**config.mk**
```make
export PLATFORM = sky130hd
export DESIGN_NAME = usr_amm_stat_csr_flat
export DESIGN_NICKNAME = d
export VERILOG_FILES = /design/src/rtl/usr_amm_stat_csr_if.sv /design/src/rtl/usr_amm_stat_csr.sv /design/src/flat_wrapper.sv
export SDC_FILE = /design/constraint.sdc
export NUM_CORES = 1
export LEC_CHECK = 0
export BUFFER_PORTS_ARGS = -buffer_cell sky130_fd_sc_hd__buf_2
export CAP_MARGIN = 0
export CORE_ASPECT_RATIO = 1.25
export CORE_UTILIZATION = 30
export CTS_CLUSTER_DIAMETER = 30
export DETAILED_ROUTE_END_ITERATION = 6
export PLACE_DENSITY_LB_ADDON = 0.1
export SLEW_MARGIN = 20
export SYNTH_ARGS = -nofsm -noshare
export SYNTH_HDL_FRONTEND = slang
export SYNTH_SLANG_ARGS = --single-unit
export TNS_END_PERCENT = 5
```
**constraint.sdc**
```tcl
create_clock -name usr_clk -period 4.8 [get_ports usr_clk]
set_input_delay 0.96 -clock usr_clk [delete_from_list [all_inputs] [get_ports usr_clk]]
set_output_delay 0.96 -clock usr_clk [all_outputs]
set_load 0.05 [all_outputs]
```
**src/rtl/usr_amm_stat_csr_if.sv**
```systemverilog
// usr_amm_stat_csr_if: single-cycle CSR port of the DFX statistics block.
// master = register bank side issuing accesses, slave = usr_amm_stat_csr.
interface usr_amm_stat_csr_if;
    logic        csr_wr;
    logic        csr_rd;
    logic [3:0]  csr_addr;
    logic [31:0] csr_wdata;
    logic [31:0] csr_rdata;
    logic        csr_rvld;

    modport master (
        output csr_wr,
        output csr_rd,
        output csr_addr,
        output csr_wdata,
        input  csr_rdata,
        input  csr_rvld
    );

    modport slave (
        input  csr_wr,
        input  csr_rd,
        input  csr_addr,
        input  csr_wdata,
        output csr_rdata,
        output csr_rvld
    );
endinterface

```
**src/rtl/usr_amm_stat_csr.sv**
```systemverilog
// usr_amm_stat_csr: glitch-filtered Avalon-MM DFX counters exposed as
// snapshots, per-window deltas, outstanding read beats and a watermark.
// Optional feature: define USR_AMM_STAT_WMARK_EN to build the outstanding
// watermark register (0x9) and its clear (CTRL bit1).
module usr_amm_stat_csr #(
    parameter logic [31:0] WIN_CYC_DFLT = 32'd100_000_000,
    parameter int unsigned BURST_LEN    = 1
) (
    input  logic              usr_clk,
    input  logic              rst,
    input  logic [31:0]       amm_wr_cmd_cnt,
    input  logic [31:0]       amm_rd_cmd_cnt,
    input  logic [31:0]       amm_rd_data_cnt,
    usr_amm_stat_csr_if.slave csr
);

    localparam int unsigned   DW      = 32;
    localparam logic [DW-1:0] BURST_W = DW'(BURST_LEN);

    localparam logic [3:0] A_CTRL      = 4'h0;
    localparam logic [3:0] A_WIN_CYC   = 4'h1;
    localparam logic [3:0] A_SNAP_WR   = 4'h2;
    localparam logic [3:0] A_SNAP_RD   = 4'h3;
    localparam logic [3:0] A_SNAP_RDAT = 4'h4;
    localparam logic [3:0] A_WIN_WR    = 4'h5;
    localparam logic [3:0] A_WIN_RD    = 4'h6;
    localparam logic [3:0] A_WIN_RDAT  = 4'h7;
    localparam logic [3:0] A_OUTST     = 4'h8;
    localparam logic [3:0] A_WMARK     = 4'h9;

    logic [DW-1:0] raw_wr, raw_rd, raw_rdat;
    logic [DW-1:0] filt_wr, filt_rd, filt_rdat;
    logic [DW-1:0] snap_wr, snap_rd, snap_rdat;
    logic [DW-1:0] base_wr, base_rd, base_rdat;
    logic [DW-1:0] win_wr, win_rd, win_rdat;
    logic [DW-1:0] win_cyc, win_cnt;
    logic          win_vld;
    logic [DW-1:0] outst;
    logic [DW-1:0] wmark;

    logic          wr_ctrl_c, wr_win_cyc_c, rd_ctrl_c, win_end_c;
    logic [DW-1:0] rd_mux_c;

    // Access decode and window-end detect; a WIN_CYC write restarts the window instead.
    always_comb begin
        wr_ctrl_c    = csr.csr_wr && (csr.csr_addr == A_CTRL);
        wr_win_cyc_c = csr.csr_wr && (csr.csr_addr == A_WIN_CYC);
        rd_ctrl_c    = csr.csr_rd && (csr.csr_addr == A_CTRL);
        win_end_c    = (win_cyc != '0) && (win_cnt == win_cyc - DW'(1)) && !wr_win_cyc_c;
    end

    // Accept a counter value only once it has been seen on two consecutive edges.
    always_ff @(posedge usr_clk) begin
        if (rst) begin
            raw_wr    <= '0;
            raw_rd    <= '0;
            raw_rdat  <= '0;
            filt_wr   <= '0;
            filt_rd   <= '0;
            filt_rdat <= '0;
        end else begin
            raw_wr   <= amm_wr_cmd_cnt;
            raw_rd   <= amm_rd_cmd_cnt;
            raw_rdat <= amm_rd_data_cnt;
            if (amm_wr_cmd_cnt == raw_wr)   filt_wr   <= amm_wr_cmd_cnt;
            if (amm_rd_cmd_cnt == raw_rd)   filt_rd   <= amm_rd_cmd_cnt;
            if (amm_rd_data_cnt == raw_rdat) filt_rdat <= amm_rd_data_cnt;
        end
    end

    // Coherent snapshot of all three filtered counters on CTRL bit0.
    always_ff @(posedge usr_clk) begin
        if (rst) begin
            snap_wr   <= '0;
            snap_rd   <= '0;
            snap_rdat <= '0;
        end else if (wr_ctrl_c && csr.csr_wdata[0]) begin
            snap_wr   <= filt_wr;
            snap_rd   <= filt_rd;
            snap_rdat <= filt_rdat;
        end
    end

    // Window timer, per-window deltas and the sticky win_vld flag (set beats read-clear).
    always_ff @(posedge usr_clk) begin
        if (rst) begin
            win_cyc   <= WIN_CYC_DFLT;
            win_cnt   <= '0;
            base_wr   <= '0;
            base_rd   <= '0;
            base_rdat <= '0;
            win_wr    <= '0;
            win_rd    <= '0;
            win_rdat  <= '0;
            win_vld   <= 1'b0;
        end else begin
            if (wr_win_cyc_c) begin
                win_cyc   <= csr.csr_wdata;
                win_cnt   <= '0;
                base_wr   <= filt_wr;
                base_rd   <= filt_rd;
                base_rdat <= filt_rdat;
            end else if (win_cyc == '0) begin
                win_cnt <= '0;
            end else if (win_end_c) begin
                win_cnt   <= '0;
                win_wr    <= filt_wr - base_wr;
                win_rd    <= filt_rd - base_rd;
                win_rdat  <= filt_rdat - base_rdat;
                base_wr   <= filt_wr;
                base_rd   <= filt_rd;
                base_rdat <= filt_rdat;
            end else begin
                win_cnt <= win_cnt + DW'(1);
            end

            if (win_end_c) begin
                win_vld <= 1'b1;
            end else if (rd_ctrl_c) begin
                win_vld <= 1'b0;
            end
        end
    end

    // Outstanding read beats: expected beats minus returned beats, modulo 2^32.
    always_ff @(posedge usr_clk) begin
        if (rst) begin
            outst <= '0;
        end else begin
            outst <= (filt_rd * BURST_W) - filt_rdat;
        end
    end

`ifdef USR_AMM_STAT_WMARK_EN
    logic wmark_clr_c;

    // Watermark clear request from CTRL bit1.
    always_comb begin
        wmark_clr_c = wr_ctrl_c && csr.csr_wdata[1];
    end

    // Track the highest outstanding count; clear takes priority for one cycle.
    always_ff @(posedge usr_clk) begin
        if (rst) begin
            wmark <= '0;
        end else if (wmark_clr_c) begin
            wmark <= '0;
        end else if (outst > wmark) begin
            wmark <= outst;
        end
    end
`else
    assign wmark = '0;
`endif

    // Read data select from current (pre-write) register values.
    always_comb begin
        rd_mux_c = '0;
        case (csr.csr_addr)
            A_CTRL:      rd_mux_c = {{(DW-1){1'b0}}, win_vld};
            A_WIN_CYC:   rd_mux_c = win_cyc;
            A_SNAP_WR:   rd_mux_c = snap_wr;
            A_SNAP_RD:   rd_mux_c = snap_rd;
            A_SNAP_RDAT: rd_mux_c = snap_rdat;
            A_WIN_WR:    rd_mux_c = win_wr;
            A_WIN_RD:    rd_mux_c = win_rd;
            A_WIN_RDAT:  rd_mux_c = win_rdat;
            A_OUTST:     rd_mux_c = outst;
            A_WMARK:     rd_mux_c = wmark;
            default:     rd_mux_c = '0;
        endcase
    end

    // Registered read response; rdata holds its last value between reads.
    always_ff @(posedge usr_clk) begin
        if (rst) begin
            csr.csr_rdata <= '0;
            csr.csr_rvld  <= 1'b0;
        end else begin
            csr.csr_rvld <= csr.csr_rd;
            if (csr.csr_rd) begin
                csr.csr_rdata <= rd_mux_c;
            end
        end
    end

endmodule

```
**src/flat_wrapper.sv**
```systemverilog
// flat-port wrapper written by rule: the top's interface ports become plain ports
module usr_amm_stat_csr_flat 
#(
    parameter logic [31:0] WIN_CYC_DFLT = 32'd100_000_000,
    parameter int unsigned BURST_LEN    = 1
)
  (usr_clk, rst, amm_wr_cmd_cnt, amm_rd_cmd_cnt, amm_rd_data_cnt, csr_csr_wr, csr_csr_rd, csr_csr_addr, csr_csr_wdata, csr_csr_rdata, csr_csr_rvld);
  usr_amm_stat_csr_if csr_i ();
  input  logic usr_clk;
  input  logic rst;
  input  logic [31:0] amm_wr_cmd_cnt;
  input  logic [31:0] amm_rd_cmd_cnt;
  input  logic [31:0] amm_rd_data_cnt;
  input wire logic [$bits(csr_i.csr_wr)-1:0] csr_csr_wr;
  input wire logic [$bits(csr_i.csr_rd)-1:0] csr_csr_rd;
  input wire logic [$bits(csr_i.csr_addr)-1:0] csr_csr_addr;
  input wire logic [$bits(csr_i.csr_wdata)-1:0] csr_csr_wdata;
  output wire logic [$bits(csr_i.csr_rdata)-1:0] csr_csr_rdata;
  output wire logic [$bits(csr_i.csr_rvld)-1:0] csr_csr_rvld;
  assign csr_i.csr_wr = csr_csr_wr;
  assign csr_i.csr_rd = csr_csr_rd;
  assign csr_i.csr_addr = csr_csr_addr;
  assign csr_i.csr_wdata = csr_csr_wdata;
  assign csr_csr_rdata = csr_i.csr_rdata;
  assign csr_csr_rvld = csr_i.csr_rvld;
  usr_amm_stat_csr #(.WIN_CYC_DFLT(WIN_CYC_DFLT), .BURST_LEN(BURST_LEN)) u_core (.usr_clk(usr_clk), .rst(rst), .amm_wr_cmd_cnt(amm_wr_cmd_cnt), .amm_rd_cmd_cnt(amm_rd_cmd_cnt), .amm_rd_data_cnt(amm_rd_data_cnt), .csr(csr_i));
endmodule
```
---- Yosys cells after proc, flatten, opt, wreduce, memory -nomap -nowiden ----
Index checks and enable logic that the tools add are counted.
storage, ports and cells
  bits in registers ....................... 610
  output and inout port bits .............. 33
  word-level logic and storage cells ...... 69
operators by class
  add/subtract/negate cells ............... 6
  equal/unequal tests ..................... 13
  mux-type cells .......................... 12
  bitwise gates (word level) .............. 2
  reductions and logical operators ........ 15
operator list
  operator                 count
  $mux W32                 9
  $pmux W32 S9             1
  $eq A32 B32 Y1           4
  $sub A32 B32 Y32         4
  $add A32 B1 Y32 const B  1
  $logic_not A32 Y1        1
  $reduce_bool A32 Y1      1
  $sub A32 B1 Y32 const B  1
  $eq A4 B3 Y1 const B     4
  $eq A4 B2 Y1 const B     2
  $logic_and A1 B1 Y1      6
  $eq A4 B1 Y1 const B     1
  $eq A4 B4 Y1 const B     1
  $logic_not A4 Y1         1
  $reduce_bool A2 Y1       2
  $reduce_or A4 Y1         1
  $reduce_and A3 Y1        1
  $mux W1                  2
  $ne A2 B1 Y1 const B     1
  $not A1 Y1               2
  $reduce_and A2 Y1        1
  $logic_not A1 Y1         1

---- Depth between registers and ports, before layout ----
Gate-level depths: netlist (run 1).
  depth after elaboration ................. 7
  mapped depth ............................ 17

---- Least setup slack after synthesis (run 1) ----
OpenSTA, ideal clock, no wires.
  path kind ............................... register to register
  start ................................... register u_core.win_cyc[0]
  end ..................................... register u_core.base_rdat[10]
  library setup time ...................... 128 ps
  arrival time ............................ 3689 ps
  required time ........................... 4672 ps
  path slack .............................. 983 ps
  stages on the path, launching flop included .. 17
  buffers on the path ..................... 4
  clock period less this slack ............ 3817 ps
  cell sequence ........................... dfxtp_1 -> clkbuf_1 -> inv_1 -> ha_1 -> o21ba_2 -> a221oi_1 -> a41oi_1 -> or4_1 -> or4_1 -> a2111oi_2 -> o2111ai_1 -> and2_1 -> buf_2 -> buf_6 -> buf_2 -> a21oi_1 -> nor2_1
on the way
  longest elaborated chain between the ends .. 6
  elaborated cells on any way between the ends .. 9
  those cells by class .................... add/sub (1); eq/ne (2); reduce/logical (6)
ends and longest elaborated chain
  element                           line                     text
  from (decl)                       usr_amm_stat_csr.sv:36   logic [DW-1:0] win_cyc, win_cnt;
  from (signal assigned)            usr_amm_stat_csr.sv:98   win_cyc <= csr.csr_wdata;
  $sub A32 B1 Y32                   usr_amm_stat_csr.sv:49   win_end_c = (win_cyc != '0) && (win_cnt == win_cyc - DW'(1)) && !wr_win_cyc_c;
  $eq A32 B32 Y1                    usr_amm_stat_csr.sv:49
  $logic_and A1 B1 Y1 (2 in a row)  usr_amm_stat_csr.sv:49
  $reduce_bool A2 Y1 (no line)      -
  $reduce_and A2 Y1 (no line) *     -
  to (signal assigned)              usr_amm_stat_csr.sv:102  base_rdat <= filt_rdat;
  to (signal assigned)              usr_amm_stat_csr.sv:112  base_rdat <= filt_rdat;
  to (decl)                         usr_amm_stat_csr.sv:34   logic [DW-1:0] base_wr, base_rd, base_rdat;
Every way passes the cells marked *; elsewhere a longest branch is shown, timed or not.
A chain may end at the register's enable or synchronous reset.

---- Worst setup path in the final report (run 1) ----
  start ................................... register u_core.win_cyc[5]
  end ..................................... register u_core.base_rdat[6]
Same word-level chain as after synthesis.

==> results of run 1 <==
power breakdown:
part | internal (mW) | switching [mW] | total (mW)
sequential | 5.13 | 0.0324 | 5.17
combinational | 0.171 | 0.292 | 0.463
clock | 7.25 | 3.23 | 10.5
cells in the final DEF (no fill, tap or decap), types with 21 or more instances in the layout:
cell | netlist | final
a211oi_1 | 21 | 21
a21o_1 | 64 | 64
a21oi_1 | 347 | 347
a221oi_1 | 33 | 33
a22o_1 | 30 | 30
a22oi_1 | 63 | 63
buf_2 | 19 | 167
buf_4 | 3 | 63
clkbuf_1 | 155 | 23
clkbuf_16 | 0 | 154
clkbuf_8 | 0 | 22
clkinv_2 | 0 | 22
dfxtp_1 | 610 | 610
ha_1 | 126 | 126
inv_1 | 151 | 151
mux2i_1 | 161 | 161
nand2_1 | 449 | 446
nand2b_1 | 22 | 21
nand3_1 | 61 | 60
nand4_1 | 48 | 48
nor2_1 | 425 | 418
nor2b_1 | 159 | 159
nor3_1 | 36 | 35
o21ai_0 | 72 | 72
xnor2_1 | 198 | 198
xor2_1 | 77 | 77
per-layer routing:
layer	GRT usage	vias to the layer above	share of wire	routed length, µm
met1	0.276	12409	0.43	49400
met5	0	-	0	0
li1	-	12682	-	-
met2	0.395	570	0.50	57300
met4	0.0920	0	0.035	4070
met3	0.0378	174	0.041	4770
per-stage QoR:
stage	cell area, µm²	utilization	instances	setup WS [ns]
after floorplan	29900	-	3577	0.983
after global placement	32400	0.327	4935	0.664
after detailed placement	32400	0.327	4935	0.651
after CTS	37600	0.380	5208	0.636
after global routing	37600	0.380	5208	0.344
final	37600	0.381	5209	0.602
worst max-delay path: cells and delay by family, from the launching register on:
kind | cells | cell delay [ns]
compound gates | 3 | 0.82
buf+inv | 2 | 0.47
simple gates | 6 | 2.17
flops | 1 | 0.36
xor+xnor | 1 | 0.16
logic make-up (layout without fill, tap and decap cells):
logic type / after synthesis / count (layout) / synth area share
and+or+nand+nor: 1296 / 1296 / 0.196
AOI/OAI and AO/OA: 757 / 757 / 0.159
other: 0 / 1 / 0
buffers and inverters: 345 / 666 / 0.0455
muxes: 164 / 164 / 0.0550
adders and majority gates: 130 / 130 / 0.0554
xor gates and xnor gates: 275 / 275 / 0.0805
DFF: 610 / 610 / 0.408
area by class of cell:
type	count	area, µm²
fillers	10200	61300
multi-input cells	2622	16400
flip-flops and latches	610	12200
clock buffers	199	4240
well taps	1310	1640
repair buffers	242	1540
clock inverters	74	1020
inverters	151	567
diodes	1	2.50
worst max path at each step:
| stage | startpoint | slack (ns) | endpoint | cells after the start |
|---|---|---|---|---|
| final | u_core.win_cyc[5]$_SDFFE_PP0P_ | 0.60 | u_core.base_rdat[6]$_SDFFE_PP0P_ | 12 |
| after floorplan | u_core.win_cyc[0]$_SDFFE_PP0P_ | 0.98 | u_core.base_rdat[10]$_SDFFE_PP0P_ | 16 |
| after global placement | u_core.win_cyc[5]$_SDFFE_PP0P_ | 0.66 | u_core.base_wr[13]$_SDFFE_PP0P_ | 12 |
| after detailed placement | u_core.win_cyc[5]$_SDFFE_PP0P_ | 0.65 | u_core.base_wr[11]$_SDFFE_PP0P_ | 12 |
| after global routing | u_core.win_cyc[5]$_SDFFE_PP0P_ | 0.34 | u_core.base_rdat[3]$_SDFFE_PP0P_ | 12 |
| after CTS | u_core.win_cyc[5]$_SDFFE_PP0P_ | 0.64 | u_core.base_rdat[6]$_SDFFE_PP0P_ | 12 |
==> results.ini, run 1 <==
[outcome]
status = finished, final reports clean

[critical_path]
ff2ff_setup_slack_ns = 0.60
worst-path-max-fanout = 58
crit_path_frequent_cell = or4_1
reg2regPathDepth = 12
criticalPathCategory = reg2reg
end_kind = register
cpPeakStageDelay_ns = 0.60
slowest_stage = nor4_1
crit_arrival_ns = 4.80
worst_setup_path_start_kind = register
reg2reg_from = u_core.win_cyc[5]$_SDFFE_PP0P_
crit_required_ns = 5.40
cp_cell_sequence = nor4_1, nand4_1, xnor2_1, or4_1, or4_1, a2111oi_2, o2111ai_1, buf_4, and2_4, buf_12, a21oi_1, nor2_1
r2r-end = u_core.base_rdat[6]$_SDFFE_PP0P_

[final_layout]
nets = 4041
drive_gt1_frac = 0.135
area_growth_pct = 25.9

[routing]
num_vias = 25835
drt_first_pass_iters = 6
detail_route.wl_per_cell_um = 22.2
finalWirelength_mm = 116
drt_iter0_markers = 1660
vias_per_cell = 4.96
ant_nets = 0
route.detailed.drc = 0

[timing]
report.final.slew_viol_count = 0
finalCritPeriodShare = 0.874
hold_viol = 0
rsz0062_at_grt = false
fin_crit_ns = 4.20
setup-violations-final = 0
tightest_slew_ns = 1.11
relSlewSlack = 0.260
fin_tns_setup_ns = 0
whs_ns = 0.442
fmax_ghz = 0.238
clock_skew_ns = 0.0320

[run]
drv_cap = 0

[global_route]
grt.overflow.total = 0
first_global_vias = 25394
grt_max_degree = 99
grt_antenna_before_repair = 0
track_usage = 0.227
grt_first_pass_wirelength_mm = 169

[min_path]
min_to = u_core.win_cyc[14]$_SDFFE_PP1P_
whs_path_depth = 3
hp-start = csr_csr_wdata[14]
hold_class = in2reg

[clocking]
cts_setup_buffers = 0
clk_latency_ns = 0.75
clk_path_buf_depth = 3
cts-hold-fix-buffers = 0
numCtsBuffers = 148
cts-root-buf = clkbuf_16
numClockSinks = 610
cts_resized = 0
cts_tree = yes
clkTransAtPathRegs_ns = 0.05
htree_levels = 4

[placed_design]
dp.final_hpwl_mm = 85.9
gp_congestion = 0.877
numPortBuffers = 168

[synth]
synth_edf_count = 0
syn_area_um2 = 29900
syn_avg_cell_area_um2 = 8.36
synth_top_cell_area_share = 0.408
ys_top_cells_by_count = dfxtp_1, nand2_1, nor2_1
synth_seq_cells = 610
synth_most_common_cell = dfxtp_1
ys_async_sr_fraction = 0
synth_cell_type_count = 66
synth_warnings = 0
synthCells = 3577
synth_seq_area_share = 0.408
yosys.area.top_type = dfxtp_1
synthFlopType = dfxtp_1
syn_nets = 3843
synth.area.top_cells = dfxtp_1, a21oi_1, xnor2_1, nand2_1, mux2i_1

[floorplan]
die-height_um = 355
core.rowCount = 129
die_w_um = 284
dieArea_um2 = 101000
start_util = 0.302
core_area_um2 = 98900
io_pins = 169

[pwr]
power_mw = 16.1
power_density_nw_per_um2 = 428
ir_drop_v = 0.000310
p_leak_nw = 15.6

(Power assumes the default switching activity.)
==> run 2, diff against run 1 <==
Settings changed: PLACE_DENSITY set to 0.53, PLACE_DENSITY_LB_ADDON 0.1 to unset.
==> results.ini, run 2 (synthesis results as in run 1) <==
[critical_path]
reg2reg_from = u_core.win_cyc[6]$_SDFFE_PP0P_  ; was u_core.win_cyc[5]$_SDFFE_PP0P_
crit_arrival_ns = 4.82  ; was 4.80 ns
cp_top_family = simple AND/OR/NAND/NOR gates  ; unchanged
cp_cell_sequence = nor4_1, nand4_1, xnor2_1, or4_1, or4_1, a2111oi_2, o2111ai_1, buf_4, and2_4, buf_12, a21oi_1, nor2_1  ; unchanged
criticalPathCategory = reg2reg  ; unchanged
slowest_stage = nor4_1  ; unchanged
ff2ff_setup_slack_ns = 0.54  ; was 0.60 ns
cpPeakStageDelay_ns = 0.65  ; was 0.60 ns
worst-path-max-fanout = 76  ; was 58
end_kind = register  ; unchanged
crit_path_frequent_cell = or4_1  ; unchanged
startpoint = u_core.win_cyc[6]$_SDFFE_PP0P_  ; was u_core.win_cyc[5]$_SDFFE_PP0P_
worst_setup_path_start_kind = register  ; unchanged
crit_required_ns = 5.36  ; was 5.40 ns
cp_num_buf_inv = 2  ; unchanged

[clocking]
numClockSinks = 610  ; unchanged
cts_tree = yes  ; unchanged
clkTransAtPathRegs_ns = 0.06  ; was 0.05 ns
clk_path_buf_depth = 3  ; unchanged
cts-root-buf = clkbuf_16  ; unchanged
cts_resized = 0  ; unchanged
cts_setup_buffers = 0  ; unchanged
htree_levels = 3  ; was 4
numCtsBuffers = 115  ; was 148
cts-hold-fix-buffers = 0  ; unchanged
clk_latency_ns = 0.70  ; was 0.75 ns

[final_layout]
layout_commonest_cell = dfxtp_1  ; unchanged
area_growth_pct = 22.0  ; was 25.9%
drive_gt1_frac = 0.125  ; was 0.135
layout_common_cells = dfxtp_1, nand2_1, nor2_1, a21oi_1, xnor2_1  ; unchanged
design_area_um2 = 36500  ; was 37,600 µm²
nets = 4000  ; was 4,041
final_util = 0.369  ; was 0.381

[min_path]
hold_class = reg2reg  ; was in2reg
hp-start = u_core.win_rd[24]$_SDFFE_PP0P_  ; was csr_csr_wdata[14]

[floorplan]
io_pins = 169  ; unchanged
core_area_um2 = 98900  ; unchanged
die_w_um = 284  ; unchanged
die-height_um = 355  ; unchanged
start_util = 0.302  ; unchanged
core.rowCount = 129  ; unchanged
dieArea_um2 = 101000  ; unchanged

[global_route]
grt_first_pass_wirelength_mm = 156  ; was 169 mm
grt_antenna_before_repair = 9  ; was 0
grt_max_degree = 103  ; was 99
grt.overflow.total = 0  ; unchanged
first_global_vias = 24518  ; was 25,394
track_usage = 0.204  ; was 0.227

[timing]
clock_skew_ns = 0.0283  ; was 0.0320 ns
hold_viol = 0  ; unchanged
tightest_slew_ns = 1.05  ; was 1.11 ns
setup-violations-final = 0  ; unchanged
report.final.slew_viol_count = 0  ; unchanged
rsz0062_at_grt = false  ; unchanged
fin_crit_ns = 4.26  ; was 4.20 ns
fmax_ghz = 0.234  ; was 0.238 GHz
fin_tns_setup_ns = 0  ; unchanged
fin_ws_ns = 0.536  ; was 0.602 ns
finalCritPeriodShare = 0.888  ; was 0.874
relSlewSlack = 0.298  ; was 0.260

[routing]
vias_per_cell = 5.00  ; was 4.96
ant_nets = 0  ; unchanged
drt_iter0_markers = 1973  ; was 1,660
detail_route.wl_per_cell_um = 20.5  ; was 22.2 µm
drt_first_pass_iters = 6  ; unchanged
route.detailed.drc = 0  ; unchanged
num_vias = 25742  ; was 25,835
finalWirelength_mm = 105  ; was 116 mm

[pwr]
power_density_nw_per_um2 = 392  ; was 428 nW/µm²
ir_drop_v = 0.000275  ; was 0.000310 V
power_mw = 14.3  ; was 16.1 mW
p_leak_nw = 15.0  ; was 15.6 nW

[placed_design]
numPortBuffers = 168  ; unchanged
gp_congestion = 0.935  ; was 0.877
post-place-ws_ns = 0.493  ; was 0.651 ns
postPlaceCellArea_um2 = 32300  ; was 32,400 µm²
dp.final_hpwl_mm = 79.1  ; was 85.9 mm

[run]
drv_cap = 0  ; unchanged

[outcome]
status = finished, final reports clean  ; unchanged

## run 2: where the power goes
| part | internal, mW | switching [mW] |
|---|---|---|
| sequential | 5.12 | 0.0305 |
| combinational | 0.168 | 0.293 |
| clock | 5.77 | 2.92 |
## run 2: area by class of cell
type,instances,area (µm²)
fill,10202,62400
multi-input combinational,2622,16400
sequential,610,12200
clock buffer,136,3090
tap,1310,1640
timing repair buffer,234,1450
clock inverter,84,1120
inverter,151,567
antenna,4,10.0
## run 2: through the flow
stage,std cells,hold WS [ns]
final,5151,0.449
after detailed placement,4927,0.441
after CTS,5147,0.448
after global routing,5149,0.465
after floorplan,3577,0.415
after global placement,4927,0.435
## run 2: final timing paths
path	to	cells after the start
hold reg to reg	u_core.win_rd[24]$_SDFFE_PP0P_	2
hold / removal	u_core.win_rd[24]$_SDFFE_PP0P_	2
setup / recovery	u_core.base_rdat[25]$_SDFFE_PP0P_	12
setup reg to reg	u_core.base_rdat[25]$_SDFFE_PP0P_	12
## run 2: worst register-to-register path: stages (launching register included)
cell and delay [ns]:
dfxtp_1 0.36, nor4_1 0.65, nand4_1 0.20, xnor2_1 0.15
or4_1 0.48, or4_1 0.57, a2111oi_2 0.35, o2111ai_1 0.21
buf_4 0.22, and2_4 0.34, buf_12 0.31, a21oi_1 0.27
nor2_1 0.05
## run 2: routing by layer
layer  global-route usage  vias up  share of wire
li1                     -    12596              -
met1                0.235    12236           0.41
met2                0.357      686           0.49
met3               0.0385      218          0.050
met4                0.107        6          0.052
met5                    0        -        0.00048
